<file path="config.mk">
export PLATFORM = sky130hd
export DESIGN_NAME = data_stack
export DESIGN_NICKNAME = d
export VERILOG_FILES = /design/src/rtl/data_stack.sv
export SDC_FILE = /design/constraint.sdc
export NUM_CORES = 1
export LEC_CHECK = 0
export ABC_AREA = 0
export CELL_PAD_IN_SITES_DETAIL_PLACEMENT = 0
export CELL_PAD_IN_SITES_GLOBAL_PLACEMENT = 1
export CORE_MARGIN = 8
export CORE_UTILIZATION = 35
export CTS_BUF_LIST = sky130_fd_sc_hd__clkbuf_2 sky130_fd_sc_hd__clkbuf_4 sky130_fd_sc_hd__clkbuf_8
export DETAILED_ROUTE_END_ITERATION = 8
export HOLD_SLACK_MARGIN = 0.08
export PLACE_DENSITY_LB_ADDON = 0.1
export SYNTH_ARGS = -nofsm -noshare
export SYNTH_HDL_FRONTEND = slang
export SYNTH_SLANG_ARGS = --single-unit
</file>
<file path="constraint.sdc">
create_clock -name clk -period 13.7 [get_ports clk]
set_input_delay 1.37 -clock clk [delete_from_list [all_inputs] [get_ports clk]]
set_output_delay 1.37 -clock clk [all_outputs]
set_load 0.05 [all_outputs]
</file>
<file path="src/rtl/data_stack.sv">
// LIFO data stack for the accumulator datapath: push/pop/replace with a registered
// top-of-stack word, occupancy count and sticky overflow/underflow flags.
module data_stack #(
  parameter int NBDATA = 32,
  parameter int SDEPTH = 10,
  parameter int NBCNT  = $clog2(SDEPTH + 1)
) (
  input  logic              clk,
  input  logic              rst,
  input  logic              dsp_push,
  input  logic              dsp_pop,
  input  logic              clr,
  input  logic [NBDATA-1:0] data_in,
  output logic [NBDATA-1:0] data_out,
  output logic [NBCNT-1:0]  count,
  output logic              empty,
  output logic              full,
  output logic              ovf,
  output logic              udf
);

  localparam int NBIDX = $clog2(SDEPTH);
  localparam logic [NBCNT-1:0] DEPTH_C = NBCNT'(SDEPTH);
  localparam logic [NBCNT-1:0] ONE_C   = NBCNT'(1);
  localparam logic [NBCNT-1:0] TWO_C   = NBCNT'(2);

  logic [NBDATA-1:0] r_mem [SDEPTH];
  logic [NBCNT-1:0]  r_count;
  logic [NBDATA-1:0] r_top;
  logic              r_ovf;
  logic              r_udf;

  logic              w_push_only;
  logic              w_pop_only;
  logic              w_replace;
  logic              w_is_empty;
  logic              w_is_full;
  logic              w_mem_we;
  logic [NBIDX-1:0]  w_wr_idx;
  logic [NBIDX-1:0]  w_rd_idx;

  assign w_push_only = dsp_push & ~dsp_pop;
  assign w_pop_only  = dsp_pop & ~dsp_push;
  assign w_replace   = dsp_push & dsp_pop;
  assign w_is_empty  = (r_count == '0);
  assign w_is_full   = (r_count == DEPTH_C);

  // A replace overwrites the current top slot; a plain push fills the next free slot.
  assign w_wr_idx = w_replace ? NBIDX'(r_count - ONE_C) : NBIDX'(r_count);
  assign w_rd_idx = NBIDX'(r_count - TWO_C);
  assign w_mem_we = rst & ~clr &
                    ((w_push_only & ~w_is_full) | (w_replace & ~w_is_empty));

  // Entry storage carries no reset; slots at or above count are never observed.
  always_ff @(posedge clk) begin
    if (w_mem_we) begin
      r_mem[w_wr_idx] <= data_in;
    end
  end

  always_ff @(posedge clk or negedge rst) begin
    if (!rst) begin
      r_count <= '0;
      r_top   <= '0;
      r_ovf   <= 1'b0;
      r_udf   <= 1'b0;
    end else if (clr) begin
      r_count <= '0;
      r_top   <= '0;
      r_ovf   <= 1'b0;
      r_udf   <= 1'b0;
    end else if (w_push_only) begin
      if (w_is_full) begin
        r_ovf <= 1'b1;
      end else begin
        r_count <= r_count + ONE_C;
        r_top   <= data_in;
      end
    end else if (w_pop_only) begin
      if (w_is_empty) begin
        r_udf <= 1'b1;
      end else if (r_count == ONE_C) begin
        r_count <= '0;
        r_top   <= '0;
      end else begin
        r_count <= r_count - ONE_C;
        r_top   <= r_mem[w_rd_idx];
      end
    end else if (w_replace) begin
      if (w_is_empty) begin
        r_udf <= 1'b1;
      end else begin
        r_top <= data_in;
      end
    end
  end

  assign data_out = r_top;
  assign count    = r_count;
  assign empty    = w_is_empty;
  assign full     = w_is_full;
  assign ovf      = r_ovf;
  assign udf      = r_udf;

endmodule

</file>
==> results of run 1 <==
cell families after synthesis:
kind of cell	Yosys count
xor gates and xnor gates	5
adders and majority gates	8
muxes	128
DFF	358
buffers and inverters	67
AOI/OAI and AO/OA	212
and+or+nand+nor	116
layout make-up:
type / instances / share of cell area, %
flip-flops and latches: 358 / 61.3
multi-input cells: 469 / 22.5
clock buffers: 88 / 6.09
repair buffers: 95 / 5.22
well taps: 539 / 3.92
clock inverters: 26 / 0.930
inverters: 3 / 0.0654
where the power goes:
part           internal, mW  leakage (nW)  switching [mW]  total (mW)
clock network         0.526         0.633           0.423       0.948
registers              1.22          3.39          0.0199        1.24
logic                 0.172          1.50           0.330       0.502
metal layers:
layer	global-route usage, %	routed length [µm]
met5	0	0
met4	4.47	721
met3	3.17	1540
met2	24.3	17400
met1	20.3	17000
how the worst min path moves through the flow:
stage	slack, ps	end
final	490	data_out[31]
after global placement	480	data_out[29]
after CTS	500	data_out[31]
after floorplan	650	data_out[0]
after detailed placement	480	data_out[31]
after global routing	510	data_out[22]
metrics by stage:
stage	utilization, %	power [mW]	setup slack, ps	cell area [µm²]
after detailed placement	38.4	1.77	9050	16000
final	41.3	2.69	9590	17200
after global routing	41.3	2.81	9440	17200
after CTS	41.3	2.74	9510	17200
after floorplan	-	1.59	8680	14700
after global placement	38.4	1.77	9060	16000
placed cells by master (no fill, tap or decap), types with 3 or more instances in the layout:
cell / n
edfxtp_1: 320
mux2i_1: 96
clkdlybuf4s50_1: 75
clkbuf_8: 62
nand2_1: 37
dfrtp_1: 37
nor2b_1: 34
a211oi_1: 34
a221oi_1: 32
o22a_1: 32
o211ai_1: 32
a32o_1: 32
o21ai_1: 30
clkbuf_4: 26
mux2_2: 23
clkinv_1: 20
buf_4: 19
nor2_4: 9
mux2_1: 9
ha_1: 8
a21oi_1: 6
nand3_1: 6
nor2_1: 5
o21ai_0: 4
inv_1: 3
xnor2_1: 3
nand3b_1: 3
nand2b_2: 3
registers in the layout, indices dropped and copies added, names as in the netlist:
name      flops
count         4
ovf           1
udf           1
data_out     32
r_mem       320
worst reg2reg max path, cell delays in order, from the launching register on:
cell and delay [ps]:
dfrtp_1 590, inv_1 240, ha_1 270, nor4bb_2 190, a311oi_1 570, nand3_1 340, nor2_4 900
==> metrics.cfg, run 1 <==
[die]
fp.dieArea_um2=48700
start_util_pct=35.2
die_w_um=221
io_pins=77
die-height_um=221
core_area_um2=41700
row_count=75

[drt]
remaining_drc_errors=0
wl_per_cell_um=23.2
firstDrtPassIters=4
dr_total_vias=8215
drtIter0Drc=390
vias_per_cell=5.21
ant_nets=0
wirelength_um=36600

[setup_path]
worstReg2RegStart=count[1]
r2r_end=r_mem[1][13]
critPathKind=reg -> out
cp.required_ps=12330
r2r_slack_ps=10170
critPathMaxStageDelay_ps=850
cp-endpoint=empty
crit_path_start=count[1]
slowest_stage=clkdlybuf4s50_1
path_buf_inv=2
reg2reg_depth=6
critPathMaxFanout=12
crit_family=buffers and inverters
crit_arrival_ps=2740
end_kind=primary output
cp_cell_sequence=inv_1, ha_1, nor3b_1, clkdlybuf4s50_1
start_kind=register
cp_num_cells=4

[placed_design]
post-place-cells=1464
portBuffers=76
hpwl_um=19500
gp_congestion=0.708

[timing]
fin_tns_setup_ps=0
slew_headroom_pct=21.5
setup_viol=0
holdWs_ps=492
period_share_pct=30.0
rsz0062_at_grt=false
skew_ps=39.9
finalHoldViolations=0
max_freq_mhz=243
worstMarginPinSlew_ps=1170
finalMaxSlewViolations=0
fin_crit_ps=4110

[yosys]
synth_top_family_by_area=compound AO/OA/AOI/OAI gates
ys_warn_count=0
yosysMostFrequentCell=edfxtp_1
synth_simple_gate_area_share_pct=4.21
synth-xor-area-share_pct=0.350
synth_flop_cell=edfxtp_1
ys_seq_elements=358
netlist.top_cell.by_area=edfxtp_1
synth_top_area_share_pct=65.5
synth_mux_area_share_pct=9.01
avgSynthCellArea_um2=16.4
syn-num-nets=939
synth.distinct_cells=46
synth_compound_area_share_pct=11.4
ys_top_cells_by_count=320 x edfxtp_1, 96 x mux2i_1, 38 x dfrtp_1
synthAdderAreaFrac_pct=0.682
synth-edff-count=320
seq_area_frac_synth_pct=72.0
netlist_area_um2=14700
synth_area_leaders=edfxtp_1 66%, mux2i_1 6.6%, dfrtp_1 6.5%
synth_cells=894
async_flop_share_pct=10.6

[finish]
n_antenna_cell=0
fillers=3847
regArea_um2=10600
final_nets=1033
multiInputGateArea_um2=3870
syn2layout_area_growth_pct=17.4
fin_cells=1578
drive_gt1_share_pct=15.6

[grt]
antenna_found_initial=0
overflow=0
grt_usage_pct=15.1
grt_pass1_wl_um=54200
grt_max_degree=65
grt_pass1_vias=8243

[pwr]
power.leakage_nw=5.52
ir_worst_vdd_mv=0.0917
power_density_nw_per_um2=156

[clock_network]
cts_resized=0
cts_buffers=61
cts-root-buf=clkbuf_8
path_clk_slew_ps=60
clock_latency_ps=650
cts_max_level=2
cts_tree=yes
clk_path_buf_depth=3
clock-sinks=358
cts_setup_buffers=0
cts_hold_buf=0

[worst_hold_path]
hold_depth=1
hp-start=data_out[31]
hp-class=reg -> reg

[run_status]
status=finished, final reports clean

[flow_run]
max-cap-violations=0

(Power assumes the default switching activity.)
==> run 2, diff against run 1 <==
- clock period: 13.7 -> 3.95 ns (I/O delays scaled with it)
==> run 2 against run 1 <==
Clock-buffer cell count grew 11. Power rose to 3.6 times the previous value. Worst hold slack improved by 1.8 ps. Worst setup slack worse by 8900 ps. Critical path type is now reg -> reg.
==> metrics.cfg, run 2 (synthesis results as in run 1) <==
[pwr]
p_int_mw=6.96  ; +260%
power_mw=9.70  ; +260%
power_density_nw_per_um2=552  ; +250%
ir_worst_vdd_mv=0.222  ; +140%
power_frac_comb_pct=18.5  ; -0.2 points
p_sw_mw=2.74  ; +260%
p_seq_share_pct=44.4  ; -1.7 points
power.leakage_nw=5.69  ; +3.2%
clockPowerShare_pct=37.1  ; +1.9 points
netSwitchingFraction_pct=28.3  ; -0.43 points

[finish]
drive_gt1_share_pct=17.5  ; +1.9 points
largest_reg_flops=320  ; unchanged
layout_common_cells=320 x edfxtp_1, 96 x mux2i_1, 76 x clkbuf_8, 75 x clkdlybuf4s50_1
final_area_um2=17600  ; +2.1%
n_antenna_cell=0  ; unchanged
fillers=3806  ; -1.1%
syn2layout_area_growth_pct=19.9
mostFrequentLayoutCell=edfxtp_1
fin_cells=1594  ; +1.0%
final_nets=1051  ; +1.7%
regMostFlops=r_mem

[placed_design]
dpl_worst_slack_ps=671  ; -8380 ps
gp_congestion=0.731  ; +3.3%
placed_area_um2=16200  ; +1.3%
hpwl_um=20500  ; +5.2%
post-place-cells=1476  ; +0.82%
portBuffers=76  ; unchanged

[flow_run]
max-cap-violations=0  ; unchanged

[die]
row_count=75  ; unchanged
fp.dieArea_um2=48700  ; unchanged
core_area_um2=41700  ; unchanged
die-height_um=221  ; unchanged
start_util_pct=35.2  ; unchanged
die_w_um=221  ; unchanged
io_pins=77  ; unchanged

[clock_network]
cts-root-buf=clkbuf_8
path_clk_slew_ps=50  ; about the same
clock_latency_ps=590  ; -60 ps
clk_path_buf_depth=3  ; unchanged
cts_buffers=66  ; +8.2%
cts_max_level=3  ; +1
cts_tree=yes
cts_resized=0  ; unchanged
clock-sinks=358  ; unchanged

[grt]
grt_usage_pct=16.0  ; +0.94 points
overflow=0  ; unchanged
grt_pass1_vias=8741  ; +6.0%
grt_pass1_wl_um=57400  ; +6.0%
grt_max_degree=102  ; +57%
antenna_found_initial=0  ; unchanged

[drt]
drtIter0Drc=443  ; +14%
remaining_drc_errors=0  ; unchanged
wirelength_um=38300  ; +4.7%
dr_total_vias=8349  ; +1.6%
firstDrtPassIters=5  ; +1
wl_per_cell_um=24.0  ; +3.6%
ant_nets=0  ; unchanged
vias_per_cell=5.24  ; +0.61%
wl_met1_um=17900  ; +5.5%
highest_layer=met4
met2WireLength_um=18200  ; +4.7%
wl_met3_um=1640  ; +6.2%

[worst_hold_path]
hp-class=reg -> reg

[timing]
period_share_pct=82.4
finalHoldViolations=0  ; unchanged
max_freq_mhz=307
holdWs_ps=494  ; +1.75 ps
layout_setup_ws_ps=695  ; -8890 ps
slew_headroom_pct=30.5  ; +9.0 points
setup_viol=0  ; unchanged
skew_ps=38.8  ; -1.16 ps
worstMarginPinSlew_ps=1040  ; -129 ps
fin_crit_ps=3250
finalMaxSlewViolations=0  ; unchanged
rsz0062_at_grt=false

[setup_path]
start_kind=register
r2r_slack_ps=700  ; -9470 ps
critPathMaxFanout=32  ; +20
end_kind=register
crit_arrival_ps=3450  ; +710 ps
cp.required_ps=4150  ; -8180 ps
critPathKind=reg -> reg

[run_status]
status=finished, final reports clean

## run 2: changes by cell type in the layout (fill, tap and decap cells not counted)
| cell | delta |
|---|---|
| buf_4 | +3 |
| nor3_2 | -2 |
| buf_12 | +9 |
| dlygate4sd3_1 | +1 |
| clkinv_1 | -8 |
| nor3_4 | +2 |
| clkbuf_4 | -3 |
| clkbuf_8 | +14 |
## run 2: critical path: stages (launching register included)
cell	delay (ps)
dfrtp_1	600
inv_1	220
ha_1	250
nor4bb_2	190
a311oi_1	520
nand3_1	370
nor3_4	200
buf_4	480
## run 2: cell type report
type	count	area (µm²)	share of cell area (%)
inverter	3	11.3	0.0640
tap	539	674	3.83
clock inverter	18	130	0.740
clock buffer	99	1220	6.93
multi-input combinational	469	3880	22.1
timing repair buffer	108	1110	6.32
sequential	358	10600	60.1
## run 2: timing repair
action / CTS / global route
buffers inserted: 0 / 0
hold buffers: 1 / 0
endpoints found under the hold margin: 19 / 0
## run 2: final timing paths
path / start / to / cells after the start
setup reg to reg: count[1] / r_mem[9][18] / 7
hold / removal: data_out[29] / data_out[29] / 1
setup / recovery: count[1] / r_mem[9][18] / 7
max in group asynchronous: rst / count[0] / 3
hold reg to reg: data_out[29] / data_out[29] / 1
min in group asynchronous: rst / count[3] / 3
## run 2: through the flow
stage               utilization (%)  TNS (ps)
CTS                            42.2         0
global route                   42.2         0
global placement               39.0         0
finish                         42.2         0
floorplan                         -    -38490
detailed placement             39.0         0
## run 2: power groups by stage
| stage | Combinational (mW) | Clock [mW] | Sequential (mW) |
|---|---|---|---|
| finish | 1.80 | 3.60 | 4.30 |
| global placement | 1.82 | 0 | 4.38 |
| floorplan | 0.950 | 0 | 4.57 |
| CTS | 1.83 | 3.72 | 4.31 |
| detailed placement | 1.82 | 0 | 4.38 |
| global route | 1.93 | 3.89 | 4.32 |
## run 2: layer usage
metal | GRT usage, % | vias to the layer above
met5 | 0 | -
met4 | 4.56 | 0
met3 | 3.17 | 65
met2 | 26.0 | 160
met1 | 21.6 | 4291
li1 | - | 3833
==> run 3, diff against run 2 <==
- clock period: 3.95 -> 2.9 ns (I/O delays scaled with it)
==> run 3 against run 2 <==
Via count grew 1.1%. Non-clock buffer count grew 37. Utilization grew 0.94 points. Global-route usage shrank 0.27 points. Sequential power grew 36%.
==> metrics.cfg, run 3 (synthesis results as in run 1) <==
[run_status]
status=finished, final reports clean

[setup_path]
end_kind=primary output
r2r_slack_ps=320  ; -380 ps
crit_path_start=count[0]
worstReg2RegStart=count[1]
r2r_end=r_mem[8][7]
start_kind=register
reg2reg_depth=7  ; unchanged
crit_arrival_ps=2490  ; -960 ps
cp-endpoint=full
critPathKind=reg -> out
critPathMaxFanout=4  ; -88%
cp.required_ps=2610  ; -1540 ps

[clock_network]
path_clk_slew_ps=60  ; about the same
cts-root-buf=clkbuf_8
cts_setup_buffers=0  ; unchanged
cts_max_level=3  ; unchanged
clk_path_buf_depth=3  ; unchanged
cts_tree=yes
cts_resized=0  ; unchanged
clock-sinks=358  ; unchanged
cts_buffers=68  ; +3.0%
clock_latency_ps=600  ; about the same

[flow_run]
max-cap-violations=0  ; unchanged

[drt]
remaining_drc_errors=0  ; unchanged
dr_total_vias=8445  ; +1.1%
wl_per_cell_um=23.0  ; -4.4%
drtIter0Drc=453  ; +2.3%
ant_nets=0  ; unchanged
firstDrtPassIters=4  ; -1
wirelength_um=37600  ; -1.9%
vias_per_cell=5.16  ; -1.4%

[placed_design]
hpwl_um=21400  ; +4.2%
gp_congestion=0.698  ; -4.6%
placed_area_um2=16600  ; +2.6%
post-place-cells=1513  ; +2.5%
portBuffers=76  ; unchanged

[timing]
worstMarginPinSlew_ps=1060  ; +16.2 ps
slew_headroom_pct=29.3  ; -1.2 points
finalHoldViolations=0  ; unchanged
period_share_pct=95.8
skew_ps=33.0  ; -5.81 ps
setup_viol=0  ; unchanged
finalMaxSlewViolations=0  ; unchanged
fin_crit_ps=2780
max_freq_mhz=360
rsz0062_at_grt=false

[die]
die_w_um=221  ; unchanged
start_util_pct=35.2  ; unchanged
fp.dieArea_um2=48700  ; unchanged
io_pins=77  ; unchanged
row_count=75  ; unchanged
core_area_um2=41700  ; unchanged
die-height_um=221  ; unchanged

[finish]
drive_gt1_share_pct=21.4  ; +3.9 points
regMostFlops=r_mem
mostFrequentLayoutCell=edfxtp_1
fillers=3829  ; +0.60%
final_nets=1090  ; +3.7%
layout_common_cells=320 x edfxtp_1, 96 x mux2i_1, 75 x clkbuf_8, 75 x clkdlybuf4s50_1, 52 x buf_4
final_core_util_pct=43.2  ; +0.94 points
fin_cells=1636  ; +2.6%
n_antenna_cell=0  ; unchanged
largest_reg_flops=320  ; unchanged
final_area_um2=18000  ; +2.2%
syn2layout_area_growth_pct=22.6

[grt]
overflow=0  ; unchanged
antenna_found_initial=0  ; unchanged
grt_usage_pct=15.7  ; -0.27 points
grt_pass1_vias=8642  ; -1.1%
grt_pass1_wl_um=56600  ; -1.4%
grt_max_degree=113  ; +11%

[worst_hold_path]
hp-class=in -> async

[pwr]
power_density_nw_per_um2=732  ; +33%
ir_worst_vdd_mv=0.304  ; +37%
power.leakage_nw=5.89  ; +3.5%

[run 3: changes by cell type in the layout (fill, tap and decap cells not counted), sizes merged]
cell      change
clkinv        +4
buf          +37
bufinv        -2
clkbuf        +4
clkinvlp      -1
[run 3: area by class of cell]
class / count / area [µm²] / share of cell area (%)
flip-flops and latches: 358 / 10600 / 58.8
well taps: 539 / 674 / 3.75
repair buffers: 145 / 1480 / 8.21
clock inverters: 19 / 81.3 / 0.452
multi-input cells: 469 / 3920 / 21.8
inverters: 3 / 18.8 / 0.104
clock buffers: 103 / 1240 / 6.91
[run 3: worst min-delay path by stage]
stage | from | to | slack, ps
after global placement | data_out[28] | data_out[28] | 480
after CTS | data_in[17] | r_mem[0][17] | 400
after global routing | data_in[24] | r_mem[8][24] | 430
after floorplan | rst | count[0] | -6
after detailed placement | data_out[25] | data_out[25] | 490
final | rst | udf | 420
[run 3: worst max-delay path: stages (launching register included)]
cell and delay [ps]:
dfrtp_4 530, inv_8 90, ha_1 240, and3_1 210
clkdlybuf4s50_1 820
[run 3: metrics by stage]
stage               setup TNS, ps  setup slack (ps)  hold slack, ps  power [mW]
global placement                0               242             480        8.54
global route                    0              26.4             426        13.8
detailed placement              0               254             487        8.54
finish                          0               123             420        13.2
floorplan                  -49920              -291           -5.59        7.57
CTS                             0              54.1             395        13.4
[run 3: report_power, final]
group | switching, mW | leakage [nW] | internal [mW]
clock network | 2.06 | 0.708 | 2.72
registers | 0.0700 | 3.38 | 5.77
logic | 1.62 | 1.80 | 0.934
[run 3: per-layer routing]
| layer | up-vias | track usage, % | routed length, µm | part of all wire [%] |
|---|---|---|---|---|
| met5 | - | 0 | 0 | 0 |
| met4 | 0 | 5.78 | 860 | 2.3 |
| met3 | 73 | 3.03 | 1540 | 4.1 |
| met2 | 175 | 25.5 | 18000 | 48 |
| met1 | 4282 | 20.9 | 17100 | 46 |
| li1 | 3915 | - | - | - |
[run 3: what timing repair did]
| item | 4_1_cts | 5_1_grt |
|---|---|---|
| hold buffers | 1 | 0 |
| endpoints found under the setup margin | 0 | 0 |
| endpoints found under the hold margin | 38 | 0 |
